### config.mk
export PLATFORM = sky130hd
export DESIGN_NAME = store_mem_data
export DESIGN_NICKNAME = d
export VERILOG_FILES = /design/src/rtl/mips_defs.sv /design/src/rtl/store_lane_fmt.sv /design/src/rtl/store_mem_data.sv
export SDC_FILE = /design/constraint.sdc
export NUM_CORES = 1
export LEC_CHECK = 0
export ABC_AREA = 1
export CORE_ASPECT_RATIO = 0.7
export CORE_UTILIZATION = 54
export CTS_CLUSTER_SIZE = 40
export DETAILED_ROUTE_END_ITERATION = 8
export PLACE_DENSITY = 0.92
export SYNTH_ARGS = -nofsm -noshare
export SYNTH_HDL_FRONTEND = slang
export SYNTH_SLANG_ARGS = --single-unit
### constraint.sdc
create_clock -name clk -period 12.14 [get_ports clk]
set_input_delay 2.428 -clock clk [delete_from_list [all_inputs] [get_ports clk]]
set_output_delay 2.428 -clock clk [all_outputs]
set_load 0.05 [all_outputs]
### src/rtl/mips_defs.sv
// -----------------------------------------------------------------------------
// mips_defs : shared pipeline definitions
//
// Purpose : Load/store operation codes and byte-enable constants shared by
//           the M-stage load extractor and store path.
// Ports   : none (package)
// -----------------------------------------------------------------------------
package mips_defs;

   // Loadop codes (load-side data extractor)
   localparam logic [3:0] LD_NONE = 4'd0;
   localparam logic [3:0] LD_LW   = 4'd1;
   localparam logic [3:0] LD_LH   = 4'd2;
   localparam logic [3:0] LD_LHU  = 4'd3;
   localparam logic [3:0] LD_LB   = 4'd4;
   localparam logic [3:0] LD_LBU  = 4'd5;

   // Storeop codes; 4..15 are reserved and behave like ST_NONE
   localparam logic [3:0] ST_NONE = 4'd0;
   localparam logic [3:0] ST_SW   = 4'd1;
   localparam logic [3:0] ST_SH   = 4'd2;
   localparam logic [3:0] ST_SB   = 4'd3;

   // Byte-lane enables, bit i enables data bits [8i+7:8i]
   localparam logic [3:0] BYTEEN_NONE    = 4'b0000;
   localparam logic [3:0] BYTEEN_WORD    = 4'b1111;
   localparam logic [3:0] BYTEEN_HALF_LO = 4'b0011;
   localparam logic [3:0] BYTEEN_HALF_HI = 4'b1100;
   localparam logic [3:0] BYTEEN_BYTE0   = 4'b0001;

   function automatic logic is_store(input logic [3:0] op);
      return (op == ST_SW) || (op == ST_SH) || (op == ST_SB);
   endfunction

endpackage

### src/rtl/store_lane_fmt.sv
// -----------------------------------------------------------------------------
// store_lane_fmt : combinational store lane formatter
//
// Purpose : Turns Storeop + low address bits + register data into a
//           lane-aligned write word and byte enable. No state.
// Ports   : storeop   in  4   store operation code
//           addr_lo   in  2   byte offset within the word
//           data      in  32  unaligned register data
//           byteen    out 4   byte-lane enables (0 for non-stores)
//           wdata     out 32  lane-aligned data, unused lanes 0
//           enqueue   out 1   this op produces a memory write
//           bad_align out 1   valid store op rejected for misalignment
// Parameter CHECK_ALIGN: 1 rejects SW with offset!=0 and SH with odd offset.
// -----------------------------------------------------------------------------
module store_lane_fmt
   import mips_defs::*;
#(
   parameter bit CHECK_ALIGN = 1'b0
) (
   input  logic [3:0]  storeop,
   input  logic [1:0]  addr_lo,
   input  logic [31:0] data,
   output logic [3:0]  byteen,
   output logic [31:0] wdata,
   output logic        enqueue,
   output logic        bad_align
);

   logic misaligned;

   always_comb begin
      byteen     = BYTEEN_NONE;
      wdata      = '0;
      misaligned = 1'b0;
      case (storeop)
         ST_SW: begin
            byteen     = BYTEEN_WORD;
            wdata      = data;
            misaligned = (addr_lo != 2'b00);
         end
         ST_SH: begin
            // addr_lo[0] is ignored for lane selection
            if (addr_lo[1]) begin
               byteen = BYTEEN_HALF_HI;
               wdata  = {data[15:0], 16'h0000};
            end else begin
               byteen = BYTEEN_HALF_LO;
               wdata  = {16'h0000, data[15:0]};
            end
            misaligned = addr_lo[0];
         end
         ST_SB: begin
            byteen = BYTEEN_BYTE0 << addr_lo;
            wdata  = {24'h000000, data[7:0]} << {addr_lo, 3'b000};
         end
         default: ;
      endcase
   end

   assign bad_align = is_store(storeop) & CHECK_ALIGN & misaligned;
   assign enqueue   = is_store(storeop) & ~bad_align;

endmodule

### src/rtl/store_mem_data.sv
// -----------------------------------------------------------------------------
// store_mem_data : M-stage store path with store buffer
//
// Purpose : Formats stores into lane-aligned write data, buffers them in a
//           DEPTH-entry FIFO and drains the head to data memory under a
//           mem_we/mem_ack handshake so a stalling DM does not stall M.
// Ports   : clk, reset (sync, active-low)
//           st_valid/st_ready     store handshake from M stage
//           Storeop, ALUresult_M, RT_data_M  store op, byte address, data
//           mem_we/mem_addr/mem_byteen/mem_wdata  head entry to DM
//           mem_ack               DM accepted head write
//           store_pending         FIFO non-empty (hazard unit)
//           align_err             1-cycle pulse, misaligned store dropped
// Macro   : STORE_ALIGN_CHECK_EN enables misaligned SW/SH rejection and
//           align_err; when undefined, align_err stays 0.
// -----------------------------------------------------------------------------
module store_mem_data
   import mips_defs::*;
#(
   parameter int DEPTH  = 2,
   parameter int ADDR_W = 32
) (
   input  logic              clk,
   input  logic              reset,
   input  logic              st_valid,
   output logic              st_ready,
   input  logic [3:0]        Storeop,
   input  logic [ADDR_W-1:0] ALUresult_M,
   input  logic [31:0]       RT_data_M,
   output logic              mem_we,
   output logic [ADDR_W-1:0] mem_addr,
   output logic [3:0]        mem_byteen,
   output logic [31:0]       mem_wdata,
   input  logic              mem_ack,
   output logic              store_pending,
   output logic              align_err
);

   localparam int PTR_W = (DEPTH > 1) ? $clog2(DEPTH) : 1;
   localparam int CNT_W = $clog2(DEPTH + 1);

`ifdef STORE_ALIGN_CHECK_EN
   localparam bit ALIGN_CHECK = 1'b1;
`else
   localparam bit ALIGN_CHECK = 1'b0;
`endif

   logic [PTR_W-1:0]  rd_ptr_reg, wr_ptr_reg;
   logic [CNT_W-1:0]  count_reg;
   logic              align_err_reg;

   logic [ADDR_W-1:0] addr_mem   [DEPTH];
   logic [3:0]        byteen_mem [DEPTH];
   logic [31:0]       wdata_mem  [DEPTH];

   logic [3:0]        fmt_byteen;
   logic [31:0]       fmt_wdata;
   logic              fmt_enqueue, fmt_bad_align;
   logic              handshake, push, pop;

   store_lane_fmt #(
      .CHECK_ALIGN (ALIGN_CHECK)
   ) u_fmt (
      .storeop   (Storeop),
      .addr_lo   (ALUresult_M[1:0]),
      .data      (RT_data_M),
      .byteen    (fmt_byteen),
      .wdata     (fmt_wdata),
      .enqueue   (fmt_enqueue),
      .bad_align (fmt_bad_align)
   );

   assign st_ready      = (count_reg != CNT_W'(DEPTH));
   assign store_pending = (count_reg != '0);
   assign mem_we        = store_pending;

   // Non-store ops and rejected stores still complete the handshake.
   assign handshake = st_valid & st_ready;
   assign push      = handshake & fmt_enqueue;
   assign pop       = mem_we & mem_ack;

   // Head fields are forced to 0 while empty so stale entries never leak.
   assign mem_addr   = mem_we ? addr_mem[rd_ptr_reg]   : '0;
   assign mem_byteen = mem_we ? byteen_mem[rd_ptr_reg] : '0;
   assign mem_wdata  = mem_we ? wdata_mem[rd_ptr_reg]  : '0;

   // Entry storage: payload only, validity is tracked by count/pointers.
   generate
      for (genvar gi = 0; gi < DEPTH; gi++) begin : g_entry
         always_ff @(posedge clk) begin
            if (push && (wr_ptr_reg == PTR_W'(gi))) begin
               addr_mem[gi]   <= {ALUresult_M[ADDR_W-1:2], 2'b00};
               byteen_mem[gi] <= fmt_byteen;
               wdata_mem[gi]  <= fmt_wdata;
            end
         end
      end
   endgenerate

   // Control state; reset takes priority over any in-flight ack.
   always_ff @(posedge clk) begin
      if (!reset) begin
         rd_ptr_reg    <= '0;
         wr_ptr_reg    <= '0;
         count_reg     <= '0;
         align_err_reg <= 1'b0;
      end else begin
         if (push) wr_ptr_reg <= wr_ptr_reg + PTR_W'(1);
         if (pop)  rd_ptr_reg <= rd_ptr_reg + PTR_W'(1);
         case ({push, pop})
            2'b10:   count_reg <= count_reg + CNT_W'(1);
            2'b01:   count_reg <= count_reg - CNT_W'(1);
            default: count_reg <= count_reg;
         endcase
         // fmt_bad_align is constant 0 when the check is disabled
         align_err_reg <= handshake & fmt_bad_align;
      end
   end

   assign align_err = align_err_reg;

endmodule
## After elaboration in Yosys (flattened, before gate mapping)

Memory sizes are Yosys's and may differ from the RTL's. A register that Yosys moved wholly into a read port is not among the register bits.
Cells that the tools add are included.

- Bitwise logic cells: 4
- Divide/modulo/power cells: 0
- Mux-type cells: 27
- Shift-type cells: 2
- Eq/ne operators: 6
- $lt $le $gt $ge: 0
- Reductions and logical operators: 9
- $mul: 0
- Add/subtract/negate cells: 4

Operator list:

| operator | number |
|---|---|
| $mux 32 | 4 |
| $pmux 32 s3 | 1 |
| $reduce_or 32->1 | 1 |
| $shl 8x5->32 | 1 |
| $mux 30 | 1 |
| $reduce_or 30->1 | 1 |
| $mux 1 | 16 |
| $mux 4 | 3 |
| $pmux 4 s3 | 1 |
| $eq 4x2->1 const B | 2 |
| $eq 4x1->1 const B | 1 |
| $pmux 2 s2 | 1 |
| $reduce_bool 2->1 | 2 |
| $reduce_or 4->1 | 1 |
| $shl 1x2->4 const A | 1 |
| $and 1x1->1 | 3 |
| $add 1x1->1 const B | 2 |
| $add 2x1->2 const B | 1 |
| $eq 2x1->1 const B | 1 |
| $eq 2x2->1 const B | 1 |
| $logic_and 1x1->1 | 2 |
| $logic_or 1x1->1 | 2 |
| $ne 2x2->1 const B | 1 |
| $sub 2x1->2 const B | 1 |
| $not 1->1 | 1 |

- Logic and storage cells: 58
- Input port bits: 72
- Memory bits (read-only): 0
- Latch bits: 0
- Memories kept: 3
- Bits in writable memories: 132
- Register bits after elaboration: 4

Memory list:

| name | depth | bits a word | rd ports | clocked after Yosys merged registers in | wr ports | RTL line | text |
|---|---|---|---|---|---|---|---|
| wdata_mem | 2 | 32 | 1 | 1 | 1 | store_mem_data.sv:54 | `logic [31:0] wdata_mem [DEPTH];` |
| addr_mem | 2 | 30 | 1 | 1 | 1 | store_mem_data.sv:52 | `logic [ADDR_W-1:0] addr_mem [DEPTH];` |
| byteen_mem | 2 | 4 | 1 | 1 | 1 | store_mem_data.sv:53 | `logic [3:0] byteen_mem [DEPTH];` |

## Depth between registers and ports, before layout

Gate-level depths: netlist (run 1).

- Word-level depth: 9
- Depth in mapped cells: 10

## By module

A second synthesis (run 1) with hierarchy kept.

- Cells, all modules: 696
- Area total of the unflattened synthesis: 6737.7 µm²

By module, submodules not included:

| module | cells an instance | area an instance (µm²) | instances |
|---|---|---|---|
| store_mem_data | 399 | 5371.4 | 1 |
| store_lane_fmt | 297 | 1366.3 | 1 |

## Worst setup path before layout (run 1)

Ideal clock, no wire load.

- Path kind: input to register
- Start: input st_valid
- End: memory addr_mem[0][0] (netlist bit) (enable)
- Required time: 11.650 ns
- Library setup time: 0.490 ns
- Data arrival time: 5.567 ns
- Setup slack: 6.083 ns
- Stages: 3
- Cell sequence: a21boi_0 -> nand2_1 -> nor2_1

- Word-level cells in the longest chain between the ends: 7

Ends and longest elaborated chain:

| item | RTL line | text |
|---|---|---|
| start: declaration | store_mem_data.sv:25 | `input logic st_valid,` |
| $and 1x1->1 * | store_mem_data.sv:78 | `assign handshake = st_valid & st_ready;` |
| $and 1x1->1 * | store_mem_data.sv:79 | `assign push = handshake & fmt_enqueue;` |
| $logic_and 1x1->1 | store_mem_data.sv:91 | `if (push && (wr_ptr_reg == PTR_W'(gi))) begin` |
| $mux 1 | store_mem_data.sv:91 |  |
| $mux 1 (implied by the code) | store_mem_data.sv:92 | `addr_mem[gi] <= {ALUresult_M[ADDR_W-1:2], 2'b00};` |
| $reduce_or 30->1 (no source line) | -- |  |
| $mux 1 (no source line) | -- |  |
| end: declaration | store_mem_data.sv:52 |  |

Every way passes the cells marked *; elsewhere a longest branch is shown, timed or not.

==> results.yml, run 1 <==
status:
  status: "finished, final reports clean"
timing:
  worstMarginPinSlew_ns: 1.16
  finalSetupTns_ns: 0
  setup_viol: 0
  rsz0062_at_grt: "false"
  finalHoldViolCount: 0
  clock.fmax_mhz: 190
  timing.final.crit_share: 0.434
  slew_viol_final: 0
  skew_ns: 0.00597
  final.min_clock_period_ns: 5.27
  slew_headroom: 0.224
floorplan:
  dieArea_um2: 11700
  fp.coreArea_um2: 10600
  start_util: 0.571
  dieHeight_um: 90.7
  num_rows: 31
  ios: 144
  die_x_um: 129
layout:
  layout-drive-gt1-share: 0.0637
  syn2layout_area_growth_pct: 33.7
  largest_reg_flops: 64
  fin_area_um2: 8110
  nFillCells: 663
  top_register: "wdata_mem"
  largestRegisters: "wdata_mem x64, addr_mem x60, byteen_mem x8"
  final_nets: 782
  n_antenna_cell: 0
logic_synthesis:
  synth_edf_count: 132
  synthTopCellsByArea: "edfxtp_1 (65%), nand2_1 (13%), a21oi_1 (5.6%)"
  synth-async-reset-ratio: 0
  ys_warn_count: 0
  yosys.area_share.adder: 0.00206
  synth.area.mux_share: 0
  synth_seq_cells: 137
  synth_top_family_by_area: "simple AND/OR/NAND/NOR gates"
  synth_area_leader_cell: "edfxtp_1"
  synthFlopType: "edfxtp_1"
  synthDominantCellAreaShare: 0.653
  yosys.area_share.xor_xnor: 0
  synth.most_common_cell: "nand2_1"
  syn_area_um2: 6070
  syn_avg_cell_area_um2: 10.4
  yosysSeqAreaShare: 0.670
  synthSimpleGateAreaFrac: 0.218
  synth_compound_area_frac: 0.0600
  netlist_top_cells_count: "nand2_1 (212), edfxtp_1 (132), a21oi_1 (68)"
  synthCells: 582
  synth_cell_types: 25
cts:
  numCtsBuffers: 17
  htree_levels: 4
  postCtsHoldBufs: 0
  cts_sinks: 137
  cts_tree: "built"
  clk_latency_ns: 0.41
  cts_root_buffer: "clkbuf_16"
  clk_path_buf_depth: 2
  cts_resized: 0
  clk_pin_slew_ns: 0.05
  post_cts_buffers: 0
routing:
  final_antenna_net_count: 0
  drtIter0Drc: 598
  num_vias: 4879
  drc: 0
  viasPerCell: 5.61
  drtPass1Iterations: 5
  wl_um: 15500
  wl_per_cell_um: 17.8
grt:
  grt_pass1_wl_um: 24100
  grt_overflow: 0
  grt_pass1_vias: 4548
  grt_max_degree: 67
  antenna_found_initial: 0
  grt_usage: 0.278
placement:
  gp_congestion: 0.839
  portBuffers: 140
  placed_cell_area_um2: 7500
  dp_hpwl_um: 9620
worst_setup_path:
  worst_ep_arrival_time_ns: 2.84
  critical_path_class: "reg2out"
  r2r-end: "wdata_mem[0][23]"
  rrSetupSlack_ns: 9.37
  reg2regPathDepth: 5
  crit_path_end_kind: "primary output"
  cp-start-kind: "register"
  crit_fanout: 66
  r2r-start: "count_reg[0]"
  cp.required_ns: 9.71
worst_hold_path:
  hold-path-cell-count: 2
  hp-class: "reg2reg"
  hold_start: "rd_ptr_reg"
flow_run:
  drv_cap: 0
power:
  power_leakage_nw: 3.06
  power-per-cell-area_nw_per_um2: 165
  peakVddDrop_mv: 0.124
==> cells in the final DEF, fill, tap and decap left out, drive strengths merged, types with 3 or more instances in the layout <==
| cell | instances |
|---|---|
| clkdlybuf4s50 | 140 |
| clkinv | 9 |
| buf | 4 |
| nor2 | 15 |
| nand4 | 17 |
| edfxtp | 132 |
| clkbuf | 19 |
| nor3b | 4 |
| nand3 | 53 |
| inv | 26 |
| bufinv | 4 |
| nor3 | 5 |
| conb | 3 |
| nand2 | 213 |
| a21oi | 68 |
| dfxtp | 5 |
==> critical path, cell delays in order (launching register included) <==
cell             delay [ns]
dfxtp_2                0.32
inv_2                  0.82
nand2_1                0.11
a21oi_1                0.31
clkdlybuf4s50_1        0.87
==> metal layers <==
| layer | part of all wire | up-vias | track usage |
|---|---|---|---|
| li1 | - | 2262 | - |
| met5 | 0 | - | 0 |
| met4 | 0.018 | 0 | 0.0775 |
| met2 | 0.48 | 338 | 0.441 |
| met1 | 0.39 | 2244 | 0.379 |
| met3 | 0.11 | 35 | 0.0746 |
==> kinds of logic after synthesis <==
kind of cell,after synthesis
AND/OR/NAND/NOR,307
adder cells (fa/ha/maj),1
AO/OA/AOI/OAI,72
flip-flops,137
other,1
buffers and inverters,64
==> worst max-delay path by stage <==
stage	endpoint	startpoint	cells after the start
floorplan	addr_mem[0][0]	st_valid	3
global placement	wdata_mem[0][26]	Storeop[0]	6
detailed placement	wdata_mem[0][27]	Storeop[0]	6
CTS	mem_addr[11]	register	4
global route	mem_addr[11]	register	4
finish	mem_wdata[22]	register	4
==> final cells by class <==
| cell class | count | area (µm²) | share of cell area |
|---|---|---|---|
| inverter | 26 | 97.6 | 0.0120 |
| clock inverter | 13 | 178 | 0.0219 |
| timing repair buffer | 144 | 1430 | 0.176 |
| tap | 148 | 185 | 0.0228 |
| sequential | 137 | 4070 | 0.501 |
| clock buffer | 19 | 433 | 0.0534 |
| multi-input combinational | 383 | 1720 | 0.212 |
==> report_power, final <==
part | leakage [nW] | switching [mW] | internal [mW]
logic | 1.50 | 0.192 | 0.0855
registers | 1.26 | 0.00384 | 0.528
clock network | 0.300 | 0.187 | 0.342
total | 3.06 | 0.383 | 0.956
==> metrics by stage <==
stage | hold slack, ns | instances | setup slack (ns) | power [mW] | util
6_report | 0.560 | 870 | 6.87 | 1.34 | 0.763
5_1_grt | 0.598 | 870 | 6.67 | 1.38 | 0.763
4_1_cts | 0.539 | 870 | 6.85 | 1.34 | 0.763
3_5_place_dp | 0.526 | 838 | 6.82 | 0.816 | 0.706
3_3_place_gp | 0.480 | 838 | 6.95 | 0.811 | 0.706
2_1_floorplan | 0.467 | 584 | 6.08 | 0.715 | -
(Power assumes the default switching activity.)
==> run 2, diff against run 1 <==
--- a/config.mk
+++ b/config.mk
@@ -7,10 +7,10 @@
 export LEC_CHECK = 0
 export ABC_AREA = 1
 export CORE_ASPECT_RATIO = 0.7
-export CORE_UTILIZATION = 54
+export CORE_UTILIZATION = 45
 export CTS_CLUSTER_SIZE = 40
 export DETAILED_ROUTE_END_ITERATION = 8
-export PLACE_DENSITY = 0.92
+export PLACE_DENSITY = 0.82
 export SYNTH_ARGS = -nofsm -noshare
 export SYNTH_HDL_FRONTEND = slang
 export SYNTH_SLANG_ARGS = --single-unit
==> constraint.sdc (replaced) <==
create_clock -name clk -period 4.25 [get_ports clk]
set_input_delay 0.85 -clock clk [delete_from_list [all_inputs] [get_ports clk]]
set_output_delay 0.85 -clock clk [all_outputs]
set_load 0.05 [all_outputs]
==> run 2 against run 1 <==
Against the previous run: register-to-register slack got worse by 7.3 ns; global-route usage fell by 5.9 points; count of clock-buffer cells in the layout rose by 1; hold slack got worse by 0.048 ns; largest cell class unchanged; combinational power rose to 2.9 times the previous value.
==> results.yml, run 2 (same netlist as run 1, synthesis figures left out) <==
cts:
  cts_sinks: 137
  cts_root_buffer: "clkbuf_16"
  cts_tree: "built"
  clk_latency_ns: 0.41
  numCtsBuffers: 17
  cts_resized: 0
  htree_levels: 4
  postCtsHoldBufs: 0
  clk_path_buf_depth: 2
  clk_pin_slew_ns: 0.05
  post_cts_buffers: 0
timing:
  finalHoldViolCount: 0
  finalSetupTns_ns: 0
  skew_ns: 0.00886
  final.min_clock_period_ns: 3.49
  rsz0062_at_grt: "false"
  slew_headroom: 0.478
  clock.fmax_mhz: 286
  setup_viol: 0
  timing.final.crit_share: 0.822
  slew_viol_final: 0
  worstMarginPinSlew_ns: 0.781
layout:
  layout_common_cells: "nand2_1 (212), clkdlybuf4s50_1 (140), edfxtp_1 (132), a21oi_1 (68), nand3_1 (52)"
  n_antenna_cell: 0
  syn2layout_area_growth_pct: 35.1
  final-instance-count-excl-fill: 892
  nFillCells: 1001
  layout-drive-gt1-share: 0.0730
  final_common_cell: "nand2_1"
  largest_reg_flops: 64
  top_register: "wdata_mem"
  largestRegisters: "wdata_mem x64, addr_mem x60, byteen_mem x8"
  regArea_um2: 4070
  fin_util: 0.624
  multi_input_area_um2: 1720
  final_nets: 786
placement:
  portBuffers: 140
  dp_hpwl_um: 9570
  gp_congestion: 0.860
  dp_cells: 860
grt:
  grt_pass1_wl_um: 23200
  grt_util_met2: 0.357
  busiest_layer: "met2"
  grt_max_degree: 67
  antenna_found_initial: 0
  grtUsageMet1: 0.280
  met3_usage: 0.0616
  grt_usage: 0.219
  grt_pass1_vias: 4714
  grt_overflow: 0
routing:
  wl_per_cell_um: 16.7
  wl_um: 14900
  drtPass1Iterations: 5
  num_vias: 4799
  final_antenna_net_count: 0
  drtIter0Drc: 422
  viasPerCell: 5.38
  drc: 0
floorplan:
  dieHeight_um: 99.1
  start_util: 0.462
  dieArea_um2: 14000
  fp.coreArea_um2: 13100
  die_x_um: 141
  num_rows: 35
  ios: 144
power:
  power-per-cell-area_nw_per_um2: 463
  peakVddDrop_mv: 0.336
  power_leakage_nw: 3.09
worst_setup_path:
  crit_path_end_kind: "primary output"
  cp-start-kind: "register"
  critical_path_class: "reg2out"
  worst_ep_arrival_time_ns: 2.64
  crit_fanout: 39
  cp.required_ns: 3.40
status:
  status: "finished, final reports clean"
flow_run:
  drv_cap: 0
worst_hold_path:
  hp-class: "reg2reg"
## run 2: changes by cell type in the layout (fill, tap and decap cells not counted)
cell / change
clkinv_2: +2
buf_4: +1
clkbuf_8: +2
clkinv_4: -1
clkbuf_1: -1
buf_12: +3
clkinv_1: -2
clkinvlp_4: +1
bufinv_16: -1
## run 2: layout make-up
type | count | share of cell area
inverters | 26 | 0.0119
repair buffers | 148 | 0.183
clock buffers | 20 | 0.0557
well taps | 166 | 0.0253
multi-input cells | 383 | 0.210
clock inverters | 12 | 0.0182
flip-flops and latches | 137 | 0.496
## run 2: final timing paths
kind                      to  depth (start not counted)  slack (ns)    startpoint
max              mem_addr[6]                          5        0.76      register
min                 register                          2        0.51    rd_ptr_reg
max reg2reg  addr_mem[0][16]                          5        2.10  count_reg[0]
min reg2reg         register                          2        0.51    rd_ptr_reg
## run 2: stage by stage
stage / worst slack [ns] / instance area (µm²) / total power [mW] / hold slack (ns)
after floorplan: 0.868 / 6080 / 2.04 / 0.467
after global placement: 1.16 / 7590 / 2.33 / 0.476
after detailed placement: 1.11 / 7590 / 2.34 / 0.501
after CTS: 0.737 / 8200 / 3.82 / 0.514
after global routing: 0.616 / 8200 / 3.91 / 0.542
final: 0.758 / 8200 / 3.80 / 0.512
## run 2: worst max-delay path, stage by stage, from the launching register on
cell and delay, ns:
dfxtp_2 0.32, inv_2 0.51, buf_4 0.33, nand2_1 0.08
a21oi_1 0.13, clkdlybuf4s50_1 0.84
## run 2: report_power, final
group	internal [mW]	total [mW]	switching, mW
clock network	0.950	1.48	0.530
registers	1.51	1.52	0.0101
logic	0.252	0.800	0.548
total	2.71	3.80	1.09
## run 2: metal layers
metal  wire length, µm  share of wire
met1              6070           0.41
met2              7030           0.47
met3              1490           0.10
met4               265          0.018
met5                 0              0
==> run 3, diff against run 2 <==
==> constraint.sdc (replaced) <==
create_clock -name clk -period 3.05 [get_ports clk]
set_input_delay 0.61 -clock clk [delete_from_list [all_inputs] [get_ports clk]]
set_output_delay 0.61 -clock clk [all_outputs]
set_load 0.05 [all_outputs]
==> run 3 against run 2 <==
Against the previous run: clock skew down 0.0013 ns; first-iteration DRC count up 21%; routed wire length up 2.7%; combinational power up 61%; non-clock buffer count up 8; power up 39%; hold slack better by 0.0029 ns; count of clock-buffer cells in the layout down 2; critical path type unchanged; largest cell class unchanged; largest power group unchanged.
==> results.yml, run 3 (same netlist as run 1, synthesis figures left out) <==
worst_setup_path:
  crit_family: "buffers and inverters"
  crit_path_end_kind: "primary output"
  cp-start-kind: "register"
  slowest_delay_ns: 0.84
  worst_ep_arrival_time_ns: 2.34
  crit_slowest_cell: "clkdlybuf4s50_1"
  crit_buf_inv: 2
  cp.required_ns: 2.44
  crit_fanout: 17
  crit_path_cell_trace: "buf_4 > nand2_1 > a21oi_1 > clkdlybuf4s50_1"
  critical_path_class: "reg2out"
grt:
  grt_overflow: 0
  antenna_found_initial: 0
  grt_pass1_wl_um: 24000
  grt_pass1_vias: 4745
  grt_usage: 0.227
  grt_max_degree: 52
timing:
  final.min_clock_period_ns: 2.95
  slew_headroom: 0.575
  finalHoldViolCount: 0
  slew_viol_final: 0
  clock.fmax_mhz: 339
  rsz0062_at_grt: "false"
  worstMarginPinSlew_ns: 0.634
  skew_ns: 0.00754
  setup_viol: 0
  finalSetupTns_ns: 0
  timing.final.crit_share: 0.966
layout:
  largest_reg_flops: 64
  syn2layout_area_growth_pct: 41.1
  layout-drive-gt1-share: 0.135
  layout_common_cells: "nand2_1 (212), edfxtp_1 (132), clkdlybuf4s50_1 (101), a21oi_1 (68), nand3_1 (52)"
  n_antenna_cell: 0
  largestRegisters: "wdata_mem x64, addr_mem x60, byteen_mem x8"
  top_register: "wdata_mem"
  nFillCells: 947
  final_common_cell: "nand2_1"
  final_nets: 794
cts:
  cts_root_buffer: "clkbuf_16"
  clk_path_buf_depth: 2
  clk_pin_slew_ns: 0.06
  cts_sinks: 137
  htree_levels: 4
  numCtsBuffers: 17
  clk_latency_ns: 0.42
  cts_tree: "built"
placement:
  gp_congestion: 0.857
  dp_hpwl_um: 10000
  portBuffers: 140
routing:
  drtPass1Iterations: 5
  wl_met3_um: 1450
  drc: 0
  m1WireLength_um: 6200
  wl_um: 15300
  viasPerCell: 5.44
  drtIter0Drc: 509
  final_antenna_net_count: 0
  wl_met2_um: 7280
  top_layer_used: "met4"
  wl_per_cell_um: 17.0
  num_vias: 4895
flow_run:
  drv_cap: 0
floorplan:
  die_x_um: 141
  num_rows: 35
  fp.coreArea_um2: 13100
  ios: 144
  dieArea_um2: 14000
  start_util: 0.462
  dieHeight_um: 99.1
power:
  peakVddDrop_mv: 0.423
  power_leakage_nw: 3.27
  total_power_mw: 5.26
  power-per-cell-area_nw_per_um2: 615
status:
  status: "finished, final reports clean"
worst_hold_path:
  hp-class: "reg2reg"
-- run 3: per-stage QoR --
stage                     hold WS [ns]  instances  utilization  instance area (µm²)  setup slack [ns]
after floorplan                  0.467        584            -                 6080             0.329
after global placement           0.479        868        0.610                 8020             0.549
after CTS                        0.511        899        0.651                 8550            0.0409
after detailed placement         0.491        868        0.610                 8020             0.489
final                            0.515        899        0.652                 8560             0.104
after global routing             0.558        899        0.652                 8560            0.0257
-- run 3: per-layer routing --
layer | up-vias | track usage
li1 | 2280 | -
met1 | 2298 | 0.296
met2 | 277 | 0.362
met3 | 40 | 0.0621
met4 | 0 | 0.0936
met5 | - | 0
-- run 3: worst paths after layout --
kind | slack, ns | to | from | cells past startpoint
worst max-delay path | 0.10 | mem_addr[14] | register | 4
worst min-delay path | 0.51 | register | rd_ptr_reg | 2
worst max register to register | 1.20 | wdata_mem[0][23] | count_reg[0] | 5
worst min register to register | 0.51 | register | rd_ptr_reg | 2
-- run 3: layout make-up --
class / count / area, µm² / area share
Sequential cell: 137 / 4070 / 0.475
Tap cell: 166 / 208 / 0.0243
Timing Repair Buffer: 156 / 1930 / 0.225
Clock buffer: 18 / 429 / 0.0501
Clock inverter: 13 / 108 / 0.0126
Multi-Input combinational cell: 383 / 1720 / 0.201
Inverter: 26 / 100 / 0.0117
-- run 3: report_power, final --
| group | total, mW | switching [mW] | leakage, nW | internal [mW] |
|---|---|---|---|---|
| Combinational | 1.29 | 0.797 | 1.76 | 0.491 |
| Sequential | 2.12 | 0.0208 | 1.26 | 2.10 |
| Clock | 1.85 | 0.749 | 0.257 | 1.11 |
| Total | 5.26 | 1.57 | 3.27 | 3.70 |
-- run 3: timing repair --
action,4_1_cts,5_1_grt
gates resized for setup,0,3
buffers inserted,0,0
setup endpoints to repair,0,40
hold buffers,0,0
-- run 3: worst min-delay path: cells and delay by family (launching register included) --
kind             cells  cell delay (ns)
AND/OR/NAND/NOR      2             0.15
flip-flops           1             0.33
